--- config.mk ---
export PLATFORM = sky130hd
export DESIGN_NAME = mem_stage
export DESIGN_NICKNAME = d
export VERILOG_FILES = /design/src/rtl/mem_stage.sv
export SDC_FILE = /design/constraint.sdc
export NUM_CORES = 1
export LEC_CHECK = 0
export BUFFER_PORTS_ARGS = -buffer_cell sky130_fd_sc_hd__buf_2
export CAP_MARGIN = 25
export CORE_AREA = 8 8 170 172
export CTS_CLUSTER_DIAMETER = 150
export DETAILED_ROUTE_END_ITERATION = 10
export DIE_AREA = 0 0 178 180
export GPL_TIMING_DRIVEN = 1
export HOLD_SLACK_MARGIN = 0.03
export PLACE_DENSITY = 0.42
export SLEW_MARGIN = 0
export SYNTH_ARGS = -nofsm -noshare
export SYNTH_HDL_FRONTEND = slang
export SYNTH_SLANG_ARGS = --single-unit
export TNS_END_PERCENT = 20
--- constraint.sdc ---
create_clock -name clk -period 2.3 [get_ports clk]
set_input_delay 0.46 -clock clk [delete_from_list [all_inputs] [get_ports clk]]
set_output_delay 0.46 -clock clk [all_outputs]
set_load 0.01 [all_outputs]
--- src/rtl/mem_stage.sv ---
// -----------------------------------------------------------------------------
// mem_stage
//
// Memory stage of the five-stage pipeline. It takes the latched execute-to-memory
// bus and drives the data RAM port. Stores are issued exactly once, in the IDLE
// cycle. A load waits one extra cycle for the synchronous RAM read data. The
// stage then hands a packed result bus to writeback, holding it stable while
// writeback stalls.
//
// Ports
//   clk               sole clock, rising edge
//   reset             synchronous, active-high
//   MEM_valid         slot holds a live instruction (low = flush)
//   EXE_MEM_bus_r     154-bit execute-to-memory bus
//   WB_allow_in       writeback accepts the result this cycle
//   dm_rdata          RAM read data, one cycle after dm_en
//   dm_en/dm_wen/dm_addr/dm_wdata   data RAM port
//   MEM_over          result ready for writeback
//   MEM_WB_bus        118-bit memory-to-writeback bus
//   MEM_wdest         destination register, zero when the slot is empty
//   MEM_bypass_valid/MEM_bypass_value   forwarding of the memory result
//   mem_addr_err      misaligned word access flag
//   MEM_pc            pc of the instruction in this stage
//
// Configuration
//   MEM_ALIGN_CHECK_EN  when defined, a word access with addr[1:0] != 0 raises
//                       mem_addr_err. The RAM access is suppressed, and the
//                       instruction retires as a single-cycle non-load.
//                       When undefined, mem_addr_err is tied low.
// -----------------------------------------------------------------------------
module mem_stage (
    input  logic         clk,
    input  logic         reset,
    input  logic         MEM_valid,
    input  logic [153:0] EXE_MEM_bus_r,
    input  logic         WB_allow_in,
    input  logic [31:0]  dm_rdata,
    output logic         dm_en,
    output logic [3:0]   dm_wen,
    output logic [31:0]  dm_addr,
    output logic [31:0]  dm_wdata,
    output logic         MEM_over,
    output logic [117:0] MEM_WB_bus,
    output logic [4:0]   MEM_wdest,
    output logic         MEM_bypass_valid,
    output logic [31:0]  MEM_bypass_value,
    output logic         mem_addr_err,
    output logic [31:0]  MEM_pc
);

    typedef enum logic [1:0] {
        IDLE      = 2'd0,
        LOAD_WAIT = 2'd1,
        HOLD      = 2'd2
    } state_t;

    state_t      state_q, state_d;
    logic [31:0] loadResult_q, loadResult_d;

    logic        isLoad, isStore, lsWord, lbSign;
    logic [31:0] storeData, exeResult, loResult, pc;
    logic        hiWrite, loWrite, mfhi, mflo, mtc0, mfc0;
    logic [7:0]  cp0rAddr;
    logic        syscall, eret, rfWen;
    logic [4:0]  rfWdest;

    logic        misalign, effLoad, effStore, inIdle, accessEn;
    logic [3:0]  storeMask;
    logic [7:0]  loadByte;
    logic [31:0] loadFormed, memResult;
    logic        overRaw;

    assign {isLoad, isStore, lsWord, lbSign} = EXE_MEM_bus_r[153:150];
    assign storeData = EXE_MEM_bus_r[149:118];
    assign exeResult = EXE_MEM_bus_r[117:86];
    assign loResult  = EXE_MEM_bus_r[85:54];
    assign {hiWrite, loWrite, mfhi, mflo, mtc0, mfc0} = EXE_MEM_bus_r[53:48];
    assign cp0rAddr  = EXE_MEM_bus_r[47:40];
    assign {syscall, eret, rfWen} = EXE_MEM_bus_r[39:37];
    assign rfWdest   = EXE_MEM_bus_r[36:32];
    assign pc        = EXE_MEM_bus_r[31:0];

    // A misaligned word access is demoted to a plain single-cycle op, so the
    // rest of the stage only needs to look at the effective load/store flags.
`ifdef MEM_ALIGN_CHECK_EN
    assign misalign = lsWord & (exeResult[1:0] != 2'b00);
`else
    assign misalign = 1'b0;
`endif

    assign effLoad  = isLoad & ~misalign;
    assign effStore = isStore & ~misalign;
    assign inIdle   = (state_q == IDLE);

    // The RAM is touched only in IDLE. That gives every store a single write
    // and every load a single read request, however long writeback stalls.
    assign accessEn  = MEM_valid & inIdle & (effLoad | effStore) & ~reset;
    assign storeMask = lsWord ? 4'b1111 : (4'b0001 << exeResult[1:0]);

    assign dm_en    = accessEn;
    assign dm_wen   = (accessEn & effStore) ? storeMask : 4'b0000;
    assign dm_addr  = exeResult;
    assign dm_wdata = lsWord ? storeData : {4{storeData[7:0]}};

    assign mem_addr_err = MEM_valid & misalign & ~reset;

    // Pick the addressed byte of the read data and extend it for lb/lbu.
    always_comb begin
        loadByte = dm_rdata[7:0];
        case (exeResult[1:0])
            2'd0:    loadByte = dm_rdata[7:0];
            2'd1:    loadByte = dm_rdata[15:8];
            2'd2:    loadByte = dm_rdata[23:16];
            default: loadByte = dm_rdata[31:24];
        endcase
        loadFormed = lsWord ? dm_rdata : {{24{lbSign & loadByte[7]}}, loadByte};
    end

    // The read data is only valid during LOAD_WAIT. It is captured there so
    // that HOLD can replay it while the RAM output moves on.
    assign loadResult_d = (state_q == LOAD_WAIT) ? loadFormed : loadResult_q;

    assign memResult = effLoad ? ((state_q == HOLD) ? loadResult_q : loadFormed)
                               : exeResult;

    // A load result is ready only once it has left IDLE. Everything else is
    // ready in the cycle it arrives. An empty slot is never ready.
    always_comb begin
        overRaw = 1'b0;
        case (state_q)
            IDLE:      overRaw = ~effLoad;
            LOAD_WAIT: overRaw = 1'b1;
            HOLD:      overRaw = 1'b1;
            default:   overRaw = 1'b0;
        endcase
    end

    assign MEM_over = MEM_valid & overRaw & ~reset;

    // Next-state logic. A flush always returns to IDLE. Otherwise a load detours
    // through LOAD_WAIT, and any ready result parks in HOLD until writeback
    // accepts it.
    always_comb begin
        state_d = state_q;
        if (!MEM_valid) begin
            state_d = IDLE;
        end else begin
            case (state_q)
                IDLE: begin
                    if (effLoad)
                        state_d = LOAD_WAIT;
                    else if (!WB_allow_in)
                        state_d = HOLD;
                    else
                        state_d = IDLE;
                end
                LOAD_WAIT: state_d = WB_allow_in ? IDLE : HOLD;
                HOLD:      state_d = WB_allow_in ? IDLE : HOLD;
                default:   state_d = IDLE;
            endcase
        end
    end

    always_ff @(posedge clk) begin
        if (reset) begin
            state_q      <= IDLE;
            loadResult_q <= 32'd0;
        end else begin
            state_q      <= state_d;
            loadResult_q <= loadResult_d;
        end
    end

    // mfhi/mflo/mfc0 results are produced later in writeback, so they cannot
    // be forwarded from here. Likewise a load cannot be forwarded before its
    // data arrives.
    assign MEM_bypass_valid = MEM_valid & rfWen & ~(mfhi | mflo | mfc0)
                              & (~effLoad | ~inIdle);
    assign MEM_bypass_value = memResult;

    assign MEM_wdest = rfWdest & {5{MEM_valid}};
    assign MEM_pc    = pc;

    assign MEM_WB_bus = {rfWen, rfWdest, memResult, loResult,
                         hiWrite, loWrite, mfhi, mflo, mtc0, mfc0,
                         cp0rAddr, syscall, eret, pc};

endmodule

==> results.md, run 1 <==
- R2r endpoint: loadResult_q[15]$_SDFFE_PP0N_
- Gpl congestion: 0.733
- Share of cells above drive strength 1: 57.3%
- Most frequent cells in the layout: 256 x buf_2, 51 x nand2_1, 41 x buf_4
- Rows: 60
- Synthesized flop and latch total: 34
- Startpoint Class: primary input
- Post-DR wirelength/cell: 18.4 microns
- Hold Path Origin: WB_allow_in
- DRC violations left: 0
- Distinct cells, synth: 37
- R2r worst-path depth: 5
- Most common cell after layout, fill and taps aside: buf_2
- Final critical path time including I/O delays and setup: 2330 ps
- Highest clock rate: ~430 MHz
- Yosys Warn Count: 0
- Post-synthesis cell area: ~4200 sq um
- Skew final: 6.40 ps
- Clk buf depth: 2
- Antenna-violating nets left: 0
- CTS tree: built
- Io pins: ~450
- PD cells: 462 nW/um^2
- Port Buf Inserts: 261
- Post-Syn Instances: approximately 590
- Crit Path Category: primary input to output pin
- Synth-to-Final Area Change: 28.6%
- Placed instance area: 4920 sq um
- Clock tree sinks: 34
- Worst Hold Class: primary input to flop
- Root Driver: clkbuf_16
- WP data arrival: 1870 ps
- Nature of the critical path endpoint: output pin
- Fill cell count: 3016
- Die area: 32000 sq um
- Overall Global Routing Usage: between 10% and 20%
- Worst path max stage delay: 500 ps
- DRT Pass-1 Iters: 4
- H-tree lvl count: 2
- Starting density of the core: 16.0%
- Cell total after placement: 998
- Non-filler instance count after layout: 1017
- Via-to-Cell Ratio: around 3.9
- Largest net degree at the start of global routing: 63
- Congestion Overflow GR: 0
- CP Cell Sequence: buf_8 > mux4_2 > and3b_4 > clkbuf_16 > a21oi_4 > a21oi_2 > buf_2
- Syn Nets: 780
- Avg Synthesized Cell Area: 7.18 sq um
- Die height: 180 microns
- Fin area: 5410 sq um
- Worst skew pair latency: 290 ps
- DP HPWL: roughly 15000 microns
- Slew Limit Fails: 0
- Core ar.: 26400 sq um
- First-pass GRT wire length: between 20000 and 30000 microns
- CP Buf/Inv Count: 3
- Final core utilization: 20.5%
- Layout Nets: 869
- Max Cap Viol: 0
- Worst r2r src: state_q[1]$_SDFF_PP0_
- Clock transition at path regs: 60 ps
- Routed WL: 18700 microns
- Peak supply drop: 0.203 mV
- Register area share after synthesis: 16.2%
- Setup ws final: -27.8 ps
- Leak pwr: 2.42 nW
- WHS Path Cells: 2
- Hold_buf cts: 0
- Place WS: -267 ps
- DRT iter0 DRCs: between 150 and 200
- Failing checks: negative setup slack
- TritonCTS Buffers: 5
- Number of global-route vias before repair: ~4200
- Hold Fails Final Rpt: 0
- Status: complete, but fails checks
- Crit Path Max Fanout: 7
- CP max-delay cell: mux4_2
- Unrepaired setup endpoints after global routing: yes
- Final setup vio count: 36
- Critical Path RT: between 1500 and 2000 ps
- R2R setup slack: 960 ps
- Die width: between 150 and 200 microns
- DR vias: 3996
- Antenna violations before repair: 1
- CP delay by family, top: multiplexers
- Hold path endpoint: state_q[1]$_SDFF_PP0_
- Fin crit share: 101%
## registers in the layout, indices dropped and copies added, names as in the netlist
signal	count
loadResult_q	32
state_q	2
## routing by layer
metal | part of all wire (%) | global-route usage [%] | up-vias | routed length, microns
met4 | 3.2 | 4.54 | 0 | 594
met1 | 39 | 12.0 | 1791 | 7290
met5 | 0 | 0 | - | 0
met3 | 6.5 | 2.45 | 61 | 1220
li1 | - | - | 1966 | -
met2 | 51 | 20.0 | 178 | 9600
## stage by stage
step                      power [mW]  TNS, ps  hold WS [ps]
final                           2.50     -543           330
after global routing            2.65    -2750           331
after CTS                       2.54    -1090           316
after detailed placement        1.64    -5810           469
after global placement          1.64    -5320           460
after floorplan                 1.47     -901           451
## synth_stat cells, drive strengths merged
cell	instances	area [sq um]
o221ai	5	43.8
nor2b	3	18.8
a211oi	28	210
nand3b	25	188
nor3b	3	22.5
and3b	1	8.76
o21ai	25	125
a21oi	60	375
buf	200	1510
o221a	2	22.5
clkbuf	30	113
conb	1	3.75
o22ai	6	37.5
a221o	2	20.0
nand2b	17	106
nor4	1	6.26
nor3	4	20.0
mux2i	6	60.1
o2bb2ai	3	26.3
inv	10	37.5
o21a	3	22.5
mux4	1	22.5
a22oi	4	30.0
ha	4	50.1
and3	1	6.26
nand3	8	40.0
and2	5	31.3
o21bai	1	7.51
nor2	40	150
nand2	51	191
nor4bb	2	20.0
dfxtp	34	681
## area by class of cell
type | instances | area, sq um | area share, %
tap | 341 | 427 | 7.88
antenna | 1 | 2.50 | 0.0462
clock inverter | 1 | 30.0 | 0.555
timing repair buffer | 312 | 1840 | 34.0
sequential | 34 | 682 | 12.6
clock buffer | 6 | 139 | 2.57
inverter | 10 | 37.5 | 0.693
multi-input combinational | 312 | 2260 | 41.7
## worst max-delay path by stage
stage	start	endpoint	slack [ps]	cells after the start
4_1_cts	EXE_MEM_bus_r[86]	MEM_bypass_value[18]	-40	7
2_1_floorplan	EXE_MEM_bus_r[86]	MEM_bypass_value[11]	-40	8
3_3_place_gp	EXE_MEM_bus_r[86]	MEM_WB_bus[85]	-280	8
3_5_place_dp	EXE_MEM_bus_r[86]	MEM_bypass_value[5]	-270	8
5_1_grt	EXE_MEM_bus_r[86]	MEM_WB_bus[94]	-80	7
6_report	EXE_MEM_bus_r[86]	MEM_bypass_value[14]	-30	7
## power by group
part	switching (mW)	internal, mW
Combinational	0.576	0.466
Clock	0.291	0.536
Sequential	0.0138	0.619
Total	0.881	1.62
## logic make-up (layout without fill, tap and decap cells)
logic type,count (synthesis),after routing,share of synthesized area [%]
other,1,2,0.0891
and+or+nand+nor,161,161,19.2
buffers and inverters,240,329,39.5
adders and majority gates,4,4,1.19
AOI/OAI and AO/OA,139,139,21.9
muxes,7,7,1.96
DFF,34,34,16.2
## repair_timing
item                                    CTS  global route
pin swaps                                 1             5
cloned                                    1             1
buffers inserted                          1             9
endpoints found under the setup margin   64            57
gates resized for setup                  31            13
Note: power is estimated with default switching activity, not from simulation.
==> run 2: changes to the inputs <==
==> constraint.sdc (replaced) <==
create_clock -name clk -period 1.9 [get_ports clk]
set_input_delay 0.38 -clock clk [delete_from_list [all_inputs] [get_ports clk]]
set_output_delay 0.38 -clock clk [all_outputs]
set_load 0.01 [all_outputs]
==> run 2 against run 1 <==
Against the previous run:
- the flow still finishes with violations (negative setup slack)
- sequential power up 21%
- register-to-register slack worse by 500 ps
- highest routed layer is now met5
- hold slack worse by 84 ps
- critical path depth unchanged
- wire length up 5.8%
- first-iteration DRC count up 9.9%
- via count up 2.9%
==> results.md, run 2 (synthesis results as in run 1) <==
- Layout Nets: 877 (+0.92%)
- Port Buf Inserts: 261 (unchanged)
- Rows: 60 (unchanged)
- Ant diodes: 0 (-1)
- Skew final: 4.80 ps (-1.60 ps)
- Die width: 178 microns (unchanged)
- CP Cell Sequence: buf_8 > mux4_2 > and3b_4 > buf_12 > a21oi_4 > a21oi_2 > buf_2
- Share of cells above drive strength 1: 61.0% (+3.6 points)
- Die height: 180 microns (unchanged)
- Max Cap Viol: 0 (unchanged)
- Status: complete, but fails checks
- Peak supply drop: 0.380 mV (+88%)
- Post-DR wirelength/cell: 19.3 microns (+5.0%)
- Root Driver: clkbuf_16
- Gpl congestion: 0.783 (+6.8%)
- Clk buf depth: 2 (unchanged)
- Fin crit share: 113%
- Io pins: 449 (unchanged)
- Overall Global Routing Usage: 11.7% (+0.66 points)
- CP max-delay cell: mux4_2
- Hold Fails Final Rpt: 0 (unchanged)
- Worst Hold Class: primary input to flop
- Core ar.: 26400 sq um (unchanged)
- Largest register FFs: 32 (unchanged)
- Largest net degree at the start of global routing: 63 (unchanged)
- Top flop regs: loadResult_q (32), state_q (2)
- Crit Path Max Fanout: 8 (+1)
- Clock tree sinks: 34 (unchanged)
- DRT Pass-1 Iters: 4 (unchanged)
- WHS Path Cells: 2 (unchanged)
- WP data arrival: 1770 ps (-100 ps)
- Via-to-Cell Ratio: 4.01 (+2.1%)
- Leak pwr: 2.52 nW (+4.1%)
- Final setup vio count: 65 (+81%)
- Clock transition at path regs: 60 ps (about the same)
- TritonCTS Buffers: 5 (unchanged)
- DP HPWL: 16000 microns (+3.2%)
- Die area: 32000 sq um (unchanged)
- Failing checks: negative setup slack
- Slew Limit Fails: 0 (unchanged)
- Startpoint Class: primary input
- Unrepaired setup endpoints after global routing: yes
- Antenna violations before repair: 2 (+1)
- Routed WL: 19800 microns (+5.8%)
- First-pass GRT wire length: 28100 microns (+5.3%)
- R2r worst-path depth: 6 (+1)
- Crit Path Category: primary input to output pin
- Post-Route Setup TNS: -12220 ps (-11680 ps)
- DRC violations left: 0 (unchanged)
- DRT iter0 DRCs: 177 (+9.9%)
- CTS tree: built
- H-tree lvl count: 2 (unchanged)
- PD cells: 573 nW/um^2 (+24%)
- Design Power: 3.25 mW (+30%)
- Number of global-route vias before repair: 4160 (-1.7%)
- Highest clock rate: 466 MHz
- Critical Path RT: 1520 ps (-320 ps)
- Nature of the critical path endpoint: output pin
- Synth-to-Final Area Change: 34.5%
- Most frequent cells in the layout: 252 x buf_2, 50 x nand2_1, 43 x buf_4
- Starting density of the core: 16.0% (unchanged)
- Final critical path time including I/O delays and setup: 2150 ps
- Congestion Overflow GR: 0 (unchanged)
- Worst skew pair latency: 290 ps (about the same)
- Antenna-violating nets left: 0 (unchanged)
- Largest Register: loadResult_q
- DR vias: 4110 (+2.9%)
- Most common cell after layout, fill and taps aside: buf_2
- Setup ws final: -247 ps (-219 ps)
- Worst path max stage delay: 490 ps (about the same)
-- run 2: what timing repair did --
| item | 4_1_cts | 5_1_grt |
|---|---|---|
| setup buffers | 8 | 5 |
| pin swaps | 7 | 9 |
| hold buffers | 0 | 0 |
| setup endpoints to repair | 94 | 71 |
| hold endpoints to repair | 0 | 0 |
| resized for setup | 55 | 33 |
| cloned | 3 | 0 |
-- run 2: report_power, final --
part	internal [mW]	leakage (nW)	switching (mW)
clock network	0.789	0.0971	0.356
registers	0.750	0.278	0.0162
logic	0.600	2.15	0.734
-- run 2: through the flow --
| stage | util, % | setup slack (ps) | hold slack (ps) | std cells | instance area (sq um) |
|---|---|---|---|---|---|
| 2_1_floorplan | - | -261 | 451 | 586 | 4450 |
| 3_3_place_gp | 18.7 | -402 | 464 | 1002 | 4940 |
| 3_5_place_dp | 18.7 | -396 | 467 | 1002 | 4940 |
| 4_1_cts | 20.9 | -269 | 233 | 1021 | 5500 |
| 5_1_grt | 21.5 | -302 | 245 | 1025 | 5660 |
| 6_report | 21.5 | -247 | 247 | 1025 | 5660 |
-- run 2: layout make-up --
class / count / area (sq um)
clock buffer: 6 / 139
clock inverter: 2 / 60.1
fill: 2954 / 20700
inverter: 10 / 40.0
multi-input combinational: 312 / 2340
sequential: 34 / 683
tap: 341 / 427
timing repair buffer: 320 / 1970
-- run 2: layer usage --
metal | track usage [%] | up-vias | wire length (microns)
li1 | - | 1988 | -
met1 | 13.8 | 1907 | 7950
met2 | 19.8 | 160 | 9840
met3 | 2.95 | 51 | 1440
met4 | 4.40 | 4 | 526
met5 | 0 | - | 26
-- run 2: final timing paths --
kind | from | end | slack [ps]
max | EXE_MEM_bus_r[86] | MEM_WB_bus[94] | -250
max reg2reg | state_q[1]$_SDFF_PP0_ | loadResult_q[20]$_SDFFE_PP0N_ | 460
min | WB_allow_in | state_q[1]$_SDFF_PP0_ | 250
min reg2reg | loadResult_q[8]$_SDFFE_PP0N_ | loadResult_q[8]$_SDFFE_PP0N_ | 480
-- run 2: worst max-delay path: cells and delay by family --
family	cells	cell delay, ps
compound gates	2	210
buf+inv	3	410
mux	1	490
simple gates	1	270
==> run 3: changes to the inputs <==
==> constraint.sdc (replaced) <==
create_clock -name clk -period 1.9 [get_ports clk]
set_input_delay 0.095 -clock clk [delete_from_list [all_inputs] [get_ports clk]]
set_output_delay 0.095 -clock clk [all_outputs]
set_load 0.01 [all_outputs]
==> run 3 against run 2 <==
Against the previous run:
- critical path type is now flop to output pin
- count of clock-buffer cells in the layout rose by 1
- clock power fell by 16%
- final cell count fell by 3.7%
- combinational power fell by 17%
- sequential share of layout area rose by 2.2 points
- fmax rose by 18%
- worst setup slack improved by 330 ps
- highest routed layer is now met4
- critical endpoint is now MEM_bypass_value[13]
- the flow now finishes without violations
- non-clock buffer count fell by 39
==> results.md, run 3 (synthesis results as in run 1) <==
- Antenna-violating nets left: 0 (unchanged)
- Overall Global Routing Usage: 12.0% (+0.30 points)
- Layout Nets: 839 (-4.3%)
- Core ar.: 26400 sq um (unchanged)
- Post-Route Setup TNS: 0 ps (+12220 ps)
- Rows: 60 (unchanged)
- Max Cap Viol: 0 (unchanged)
- Top flop regs: loadResult_q (32), state_q (2)
- Hold Fails Final Rpt: 0 (unchanged)
- Transition time of the tightest slew-check pin: ~550 ps
- Final setup vio count: 0 (-100%)
- Slew Limit Fails: 0 (unchanged)
- Fin area: 4790 sq um (-15%)
- Port Buf Inserts: 261 (unchanged)
- Peak supply drop: 0.281 mV (-26%)
- Highest clock rate: 550 MHz (+18%)
- CTS tree: built
- Worst skew pair latency: 290 ps (about the same)
- DRT Pass-1 Iters: 4 (unchanged)
- Nature of the critical path endpoint: output pin
- Unrepaired setup endpoints after global routing: no
- Largest Register: loadResult_q
- Clk buf depth: 2 (unchanged)
- WP data arrival: 1720 ps (-50 ps)
- DRC violations left: 0 (unchanged)
- TritonCTS Buffers: 5 (unchanged)
- Largest register FFs: 32 (unchanged)
- Leak pwr: 2.18 nW (-13%)
- Final critical path time including I/O delays and setup: 1820 ps (-329 ps)
- Number of global-route vias before repair: 3959 (-4.8%)
- Critical Path RT: 1800 ps (+280 ps)
- Clock transition at path regs: 50 ps (about the same)
- H-tree lvl count: 2 (unchanged)
- Congestion Overflow GR: 0 (unchanged)
- Worst Hold Class: primary input to flop
- Routed WL: 20400 microns (+3.2%)
- Clock tree sinks: 34 (unchanged)
- Via-to-Cell Ratio: 4.02 (+0.16%)
- Synth-to-Final Area Change: 13.9%
- Post-DR wirelength/cell: 20.7 microns (+7.1%)
- Skew final: 7.43 ps (+2.63 ps)
- Max transition margin: approximately 63%
- Largest net degree at the start of global routing: 68 (+7.9%)
- Root Driver: clkbuf_16
- Die height: 180 microns (unchanged)
- Most frequent CP cell: buf_4
- First-pass GRT wire length: 28300 microns (+0.96%)
- Crit Path Max Fanout: 12 (+4)
- Gpl congestion: 0.725 (-7.4%)
- Crit Path Category: flop to output pin
- Startpoint Class: flop
- Antenna violations before repair: 6 (+4)
- CP max-delay cell: dfxtp_2
- Fin crit share: 95.7% (-17 points)
- CP Cell Sequence: inv_2 > ha_4 > buf_4 > buf_4 > nor2_4 > buf_12 > a21oi_1 > buf_2
- Die area: 32000 sq um (unchanged)
- Placed instance area: 4470 sq um (-9.5%)
- DRT iter0 DRCs: 187 (+5.6%)
- Die width: 178 microns (unchanged)
- Share of cells above drive strength 1: 51.1% (-9.9 points)
- Status: finished, final reports clean
- DR vias: 3964 (-3.6%)
- CP Buf/Inv Count: 5 (+2)
- Starting density of the core: 16.0% (unchanged)
- Most frequent cells in the layout: 260 x buf_2, 51 x nand2_1, 39 x nor2_1
- DP HPWL: 16800 microns (+4.8%)
- Ant diodes: 0 (unchanged)
- Most common cell after layout, fill and taps aside: buf_2
- Worst path max stage delay: 350 ps (-140 ps)
- CP delay by family, top: buffers and inverters
- Io pins: 449 (unchanged)
- PD cells: 592 nW/um^2 (+3.2%)
## run 3: what timing repair did
item | 4_1_cts | 5_1_grt
setup buffers | 2 | 4
gates cloned | 1 | 0
pin swaps | 1 | 1
endpoints found under the setup margin | 56 | 50
gates resized for setup | 3 | 19
hold buffers | 1 | 0
endpoints found under the hold margin | 1 | 0
## run 3: path summary, 6_finish.rpt
path	endpoint	cells past startpoint	start	slack [ps]
worst max-delay path	MEM_bypass_value[13]	8	state_q[0]$_SDFF_PP0_	80
worst min-delay path	state_q[0]$_SDFF_PP0_	3	reset	170
worst max register to register	loadResult_q[20]$_SDFFE_PP0N_	5	state_q[1]$_SDFF_PP0_	580
worst min register to register	loadResult_q[1]$_SDFFE_PP0N_	2	loadResult_q[1]$_SDFFE_PP0N_	480
## run 3: layer usage
metal / global-route usage (%) / wire length, microns / vias to the layer above
met2: 21.1 / 10100 / 216
met4: 3.74 / 604 / 0
met1: 13.8 / 8030 / 1762
met3: 3.14 / 1690 / 73
met5: 0 / 0 / -
li1: - / - / 1913
## run 3: tightest hold or removal path: stages
cell	delay [ps]
buf_2	90
nand2b_1	160
nor3_1	60
## run 3: report_power, final
part,total [mW],internal (mW),leakage (nW),switching (mW)
Sequential,0.766,0.750,0.278,0.0163
Clock,0.964,0.621,0.0781,0.343
Combinational,1.10,0.450,1.83,0.655
Total,2.83,1.82,2.18,1.01
## run 3: layout make-up
cell class | count | area (sq um)
fill | 3063 | 21600
inverter | 10 | 37.5
timing repair buffer | 281 | 1520
sequential | 34 | 682
tap | 341 | 427
clock inverter | 1 | 30.0
multi-input combinational | 313 | 1960
clock buffer | 7 | 133
## run 3: metrics by stage
step	util, %	setup slack [ps]	hold slack (ps)	instances	power [mW]
2_1_floorplan	-	154	174	586	1.71
3_3_place_gp	17.0	15.5	190	971	1.87
3_5_place_dp	17.0	-3.16	190	971	1.87
4_1_cts	17.8	-42.1	164	983	2.89
5_1_grt	18.2	8.56	190	987	3.01
6_report	18.2	82.4	167	987	2.83
